**src/rtl/compressed_line_buffer.sv**
```systemverilog
// FIFO of completed compressed cache lines feeding the decompressor's line input.
// Optional push statistics counters enabled with `define LINE_BUF_STATS_EN.
module compressed_line_buffer #(
  parameter int CACHE_LINE = 128,
  parameter int DEPTH      = 16,
  parameter int ADDR_W     = 4
) (
  input  logic                  i_clk,
  input  logic                  i_reset,
  input  logic                  i_flush,
  input  logic                  i_finish_c_flag,
  input  logic                  i_stop_flag,
  input  logic [CACHE_LINE-1:0] i_compressed_word,
  input  logic                  i_compressed_flag,
  input  logic                  i_rd_req,
  output logic [CACHE_LINE-1:0] o_word_d,
  output logic                  o_compressed_flag_d,
  output logic                  o_update_d,
  output logic                  o_valid,
  output logic                  o_full,
  output logic [ADDR_W:0]       o_count,
  output logic                  o_overflow
`ifdef LINE_BUF_STATS_EN
  ,
  output logic [15:0]           o_stat_comp,
  output logic [15:0]           o_stat_raw
`endif
);

  localparam logic [ADDR_W:0] FULL_COUNT = (ADDR_W+1)'(DEPTH);

  logic [CACHE_LINE:0] mem [DEPTH];
  logic [ADDR_W-1:0]   rd_ptr, wr_ptr;
  logic [ADDR_W:0]     count;
  logic                prev_stop, overflow, update;
  logic                cap, full, valid, push, pop, drop;

  // A finish right after a stop cycle closes the same line; capture it once.
  assign cap   = i_stop_flag | (i_finish_c_flag & ~prev_stop);
  assign full  = (count == FULL_COUNT);
  assign valid = (count != '0);

  always_comb begin
    pop  = i_rd_req & valid & ~i_flush;
    push = cap & ~i_flush & (~full | pop);
    drop = cap & ~i_flush & full & ~pop;
  end

  always_ff @(posedge i_clk or negedge i_reset) begin
    if (!i_reset) begin
      rd_ptr    <= '0;
      wr_ptr    <= '0;
      count     <= '0;
      prev_stop <= 1'b0;
      overflow  <= 1'b0;
      update    <= 1'b0;
    end else begin
      prev_stop <= i_stop_flag;
      if (i_flush) begin
        rd_ptr   <= '0;
        wr_ptr   <= '0;
        count    <= '0;
        overflow <= 1'b0;
        update   <= 1'b0;
      end else begin
        if (push) wr_ptr <= wr_ptr + ADDR_W'(1);
        if (pop)  rd_ptr <= rd_ptr + ADDR_W'(1);
        unique case ({push, pop})
          2'b10:   count <= count + (ADDR_W+1)'(1);
          2'b01:   count <= count - (ADDR_W+1)'(1);
          default: count <= count;
        endcase
        if (drop) overflow <= 1'b1;
        // Pop is impossible while empty, so a push from empty is the 0->1 transition.
        update <= push & ~valid;
      end
    end
  end

  always_ff @(posedge i_clk) begin
    if (push && i_reset) mem[wr_ptr] <= {i_compressed_flag, i_compressed_word};
  end

`ifdef LINE_BUF_STATS_EN
  logic [15:0] stat_comp, stat_raw;

  always_ff @(posedge i_clk or negedge i_reset) begin
    if (!i_reset) begin
      stat_comp <= '0;
      stat_raw  <= '0;
    end else if (i_flush) begin
      stat_comp <= '0;
      stat_raw  <= '0;
    end else if (push) begin
      if (i_compressed_flag && stat_comp != '1) stat_comp <= stat_comp + 16'd1;
      if (!i_compressed_flag && stat_raw != '1) stat_raw <= stat_raw + 16'd1;
    end
  end

  assign o_stat_comp = stat_comp;
  assign o_stat_raw  = stat_raw;
`endif

  assign o_word_d            = mem[rd_ptr][CACHE_LINE-1:0];
  assign o_compressed_flag_d = mem[rd_ptr][CACHE_LINE];
  assign o_update_d          = update;
  assign o_valid             = valid;
  assign o_full              = full;
  assign o_count             = count;
  assign o_overflow          = overflow;

endmodule

```
**config.mk**
```make
export PLATFORM = sky130hd
export DESIGN_NAME = compressed_line_buffer
export DESIGN_NICKNAME = d
export VERILOG_FILES = /design/src/rtl/compressed_line_buffer.sv
export SDC_FILE = /design/constraint.sdc
export NUM_CORES = 2
export LEC_CHECK = 0
export CAP_MARGIN = 40
export CORE_MARGIN = 1
export CORE_UTILIZATION = 40
export CTS_CLUSTER_SIZE = 14
export DETAILED_ROUTE_END_ITERATION = 10
export PLACE_DENSITY = 0.65
export SETUP_SLACK_MARGIN = 0.1
export SYNTH_ARGS = -nofsm -noshare
export SYNTH_HDL_FRONTEND = slang
export SYNTH_SLANG_ARGS = --single-unit
```
**constraint.sdc**
```tcl
create_clock -name i_clk -period 27.4 [get_ports i_clk]
set_clock_uncertainty 0.15 [all_clocks]
set_input_delay 2.74 -clock i_clk [delete_from_list [all_inputs] [get_ports i_clk]]
set_output_delay 2.74 -clock i_clk [all_outputs]
set_load 0.02 [all_outputs]
```
---- Yosys cells after proc, flatten, opt, wreduce, memory -nomap -nowiden ----
Memories as Yosys holds them, arrays and structs flattened.
Cells that the tools add are included.
storage, ports and cells
  output and inout bits ................... 138
  bits of input ports ..................... 135
  memory bits (writable) .................. 2064
  logic and storage cells ................. 46
  memories kept ........................... 1
  bits in registers ....................... 16
operators by class
  reductions and logical operators ........ 6
  add/sub/neg operators ................... 4
  bitwise logic cells ..................... 15
  equality and inequality tests ........... 3
  multiplexer cells ....................... 11
memory list
  memory  words  bits a word  read ports  clocked after memory_dff  write ports  line  text
  mem     16     129          1           0                         1            32    logic [CACHE_LINE:0] mem [DEPTH];
operators by type and width
  operator                                                               number
  4-bit two-way mux                                                      4
  5-bit case mux with 2 select lines                                     1
  4-bit by 1-bit adder with 4-bit output, second input constant          2
  1-bit AND                                                              8
  2-bit nonzero test                                                     3
  5-bit by 1-bit adder with 5-bit output, second input constant          1
  5-bit equality test, second input constant                             1
  1-bit two-way mux                                                      5
  5-bit two-way mux                                                      1
  1-bit NOT                                                              5
  5-bit nonzero test                                                     1
  5-bit by 1-bit subtractor with 5-bit output, second input constant     1
  3-bit nonzero test                                                     1
  2-bit by 1-bit equality test with 1-bit output, second input constant  1
  2-bit equality test, second input constant                             1
  1-bit OR                                                               2
  1-bit logical AND                                                      1

---- Longest topological paths before layout ----
  word-level depth ........................ 8
  mapped depth ............................ 10

---- Least setup slack after synthesis ----
No wires, ideal clock.
  path type ............................... input to register
  start ................................... input port i_rd_req
  end ..................................... memory mem[0][0] (netlist bit), enable pin
  path slack .............................. 14256 ps
  cell stages on the path ................. 5
  arrival ................................. 12219 ps
  cell sequence ........................... clkbuf_1 nand2b_1 o221a_2 nand2_1 nor3_1
on the way
  longest elaborated chain between the ends .. 7
RTL lines
  item                                     line  text
  start: declaration                       15    input logic i_rd_req,
  1-bit AND (2 in series)                  44    pop = i_rd_req & valid & ~i_flush;
  1-bit OR                                 45    push = cap & ~i_flush & (~full | pop);
  1-bit AND                                45
  1-bit logical AND                        81    if (push && i_reset) mem[wr_ptr] <= {i_compressed_flag, i_compressed_word};
  1-bit two-way mux                        81
  1-bit two-way mux (implied by the code)  81
  end: declaration                         32
No other way between the ends.

---- Worst setup path after layout ----
  start ................................... register rd_ptr[0]
  end ..................................... output port o_word_d[100]
on the way
  longest elaborated chain between the ends .. 1
RTL lines
  item                      line  text
  start: declaration        33    logic [ADDR_W-1:0] rd_ptr, wr_ptr;
  start signal: assignment  67    if (pop) rd_ptr <= rd_ptr + ADDR_W'(1);
  memory read 16 x 129 bit  n/a
  end: declaration          16    output logic [CACHE_LINE-1:0] o_word_d,
No other way between the ends.

==> metrics <==
status complete, no violations; Arr. time, crit path 5950 ps; Antenna Violating Nets Remaining 0; Leak 28.3 nW; critical path type register to output pin; maximum buffer depth of the clock tree 3; Initial Utilization 0.403; Clock Latency Late Sink 830 ps; cell taking the most area after synthesis edfxtp_1; final worst slack 18560 ps; vias 39.5k; DP Area 0.0861 sq mm; min cycle time layout 8840 ps; die area 0.200 sq mm; most used flip-flop cell after synthesis edfxtp_1; number of gates resized after CTS 0; most used cell, CP buf_4; final-report hold violation count 0; CTS Hold Bufs 0; total iterations of the first detailed-routing run 5; first-pass GRT wire length 280000 microns; CTS tree done; Die Span Y 448 microns; worst hold path cell count 1; PortBufs 272; Post-Place Worst Slack 19380 ps; Post-synth EDFFs 2064; Filler cells 16.2k; top cells by area, synth edfxtp_1, mux4_2, mux2i_1; Tot Pwr 7.54 mW; period utilization 0.323; Layout Nets 4336; Final setup viols 0; crit end category output pin; Rows 163; Sink Count 2080; CP max stage delay 820 ps; Post-synth top cells edfxtp_1, mux2i_1, a221oi_1, mux4_2, nand2_1; initial antenna violation count 31; Max VDD drop 0.0000756 V; Clock Pin Slew Worst Setup and Hold Paths 60 ps; Yosys cell types 42; Global Route Usage Sum 0.193; register area share after synthesis 0.786; WP buf/inv 6; Worst-Margin Slew 1170 ps; top-area cell type share of the netlist area 0.781; warnings from Yosys 0; slowest CP cell buf_4; worst hold path class register to register; WP depth 9; core area 0.197 sq mm; Crit path required time 24510 ps; Post-Syn Area 0.0794 sq mm; final hold slack 357 ps; cells after synthesis 3834; drt total wl 194000 microns; pin count of the biggest net entering global routing 137; placed wire-length estimate 97300 microns; Final Slew Violations 0; Die Wd 448 microns; io pins 273; Setup Buffers After CTS 0; Pwr Density 81.6 mW/mm^2; # DRC 0; total area of sequential cells 0.0624 sq mm; H-tree Lvls 4; cells on worst reg2reg path 9; share of post-route cells with drive strength above 1 0.152; unrepaired setup endpoints after global routing false; number of vias per cell 5.64; GP Congestion 0.748; Max Cap Viol 0; clock root cell clkbuf_16; fmax 0.113 GHz; CP cell instances buf_4, buf_12, buf_4, buf_4, buf_16, mux4_2, a22oi_1, nand2_1, clkdlybuf4s50_1; Design Area, Final 0.0923 sq mm; vias in the first global route 40.3k; Detailed Route Iter0 Violations 3496; Final TNS setup 0 ps; flops & latches, synth 2080; post-synth net total 3978; startpoint types register; Avg Synthesized Cell Area 20.7 sq um; crit path max fanout 115; CP top delay family buffers and inverters; area occupied by multi-input gates 0.0162 sq mm; DR WL/cell 27.7 microns; most frequent cell after synthesis edfxtp_1; global route overflow 0; CTS buffer count 206; area grow syn2layout 16.3%; Rel. slew slack 0.219; post-synthesis async set-or-reset flop share 0.00769
==> cell families after synthesis <==
| group | Yosys count | share of synthesized area |
|---|---|---|
| flops | 2080 | 0.786 |
| compound gates | 536 | 0.0509 |
| fa+ha+maj | 9 | 0.00151 |
| simple gates | 190 | 0.00979 |
| buf+inv | 233 | 0.0125 |
| mux | 782 | 0.139 |
| xor+xnor | 4 | 0.000441 |
==> cells in the final DEF, fill, tap and decap left out, types with 3 or more instances in the layout <==
| master | netlist | layout |
|---|---|---|
| a21oi_1 | 3 | 3 |
| a221oi_1 | 258 | 258 |
| a22oi_1 | 129 | 129 |
| buf_12 | 0 | 20 |
| buf_16 | 0 | 23 |
| buf_4 | 0 | 57 |
| bufinv_16 | 0 | 7 |
| clkbuf_1 | 124 | 59 |
| clkbuf_16 | 0 | 208 |
| clkdlybuf4s50_1 | 0 | 272 |
| clkinv_1 | 0 | 40 |
| clkinv_2 | 0 | 29 |
| clkinv_4 | 0 | 3 |
| clkinv_8 | 0 | 3 |
| clkinvlp_4 | 0 | 10 |
| dfrtp_1 | 16 | 12 |
| dfrtp_4 | 0 | 4 |
| diode_2 | 0 | 10 |
| edfxtp_1 | 2064 | 2064 |
| ha_1 | 8 | 8 |
| inv_1 | 11 | 10 |
| inv_6 | 0 | 6 |
| inv_8 | 0 | 3 |
| mux2i_1 | 520 | 520 |
| mux4_2 | 258 | 258 |
| nand2_1 | 136 | 136 |
| nand2b_1 | 4 | 4 |
| nor2_1 | 25 | 13 |
| nor2_4 | 0 | 12 |
| nor2b_1 | 6 | 5 |
| nor3_1 | 8 | 4 |
| nor3_2 | 0 | 4 |
| o21ai_0 | 133 | 133 |
| or3_1 | 3 | 3 |
==> metal layers <==
| metal | wire, microns | GRT usage | share of wire |
|---|---|---|---|
| met1 | 81200 | 0.256 | 0.42 |
| met2 | 97600 | 0.324 | 0.50 |
| met3 | 9980 | 0.0301 | 0.051 |
| met4 | 5020 | 0.0618 | 0.026 |
| met5 | 127 | 0 | 0.00065 |
==> power by group <==
group / switching [mW] / internal (mW)
combinational: 0.704 / 0.645
clock: 1.18 / 1.46
sequential: 0.0229 / 3.53
==> state kept, by name, indices dropped and copies added, names as in the netlist <==
register    flops
prev_stop       1
mem          2064
wr_ptr          4
rd_ptr          4
o_overflow      1
o_update_d      1
o_count         5
==> area by class of cell <==
type / instances / area share
Tap cell: 2640 / 0.0358
Antenna cell: 10 / 0.000271
Multi-Input combinational cell: 1521 / 0.175
Clock buffer: 267 / 0.0588
Sequential cell: 2080 / 0.676
Inverter: 11 / 0.000528
Clock inverter: 103 / 0.00878
Timing Repair Buffer: 372 / 0.0453
==> worst reg2reg max path, delay by kind of cell, from the launching register on <==
family          cells  cell delay (ps)
simple gates        3             1060
compound gates      1              300
flops               1              440
buf+inv             5             2080
==> final timing paths <==
path	startpoint	endpoint	slack, ps
min in group asynchronous	i_reset	prev_stop	2220
worst max register to register	o_count[0]	mem[5][78]	22970
worst min register to register	o_overflow	o_overflow	360
worst min-delay path	o_overflow	o_overflow	360
max in group asynchronous	i_reset	rd_ptr[0]	24300
worst max-delay path	rd_ptr[0]	o_word_d[100]	18560
==> per-stage QoR <==
stage                     utilization  cells
after floorplan                     -   3834
after global placement          0.433   6592
after detailed placement        0.436   6623
after CTS                       0.468   6993
after global routing            0.468   7003
final                           0.468   7004
No activity file was read; power rests on OpenSTA's default activity.
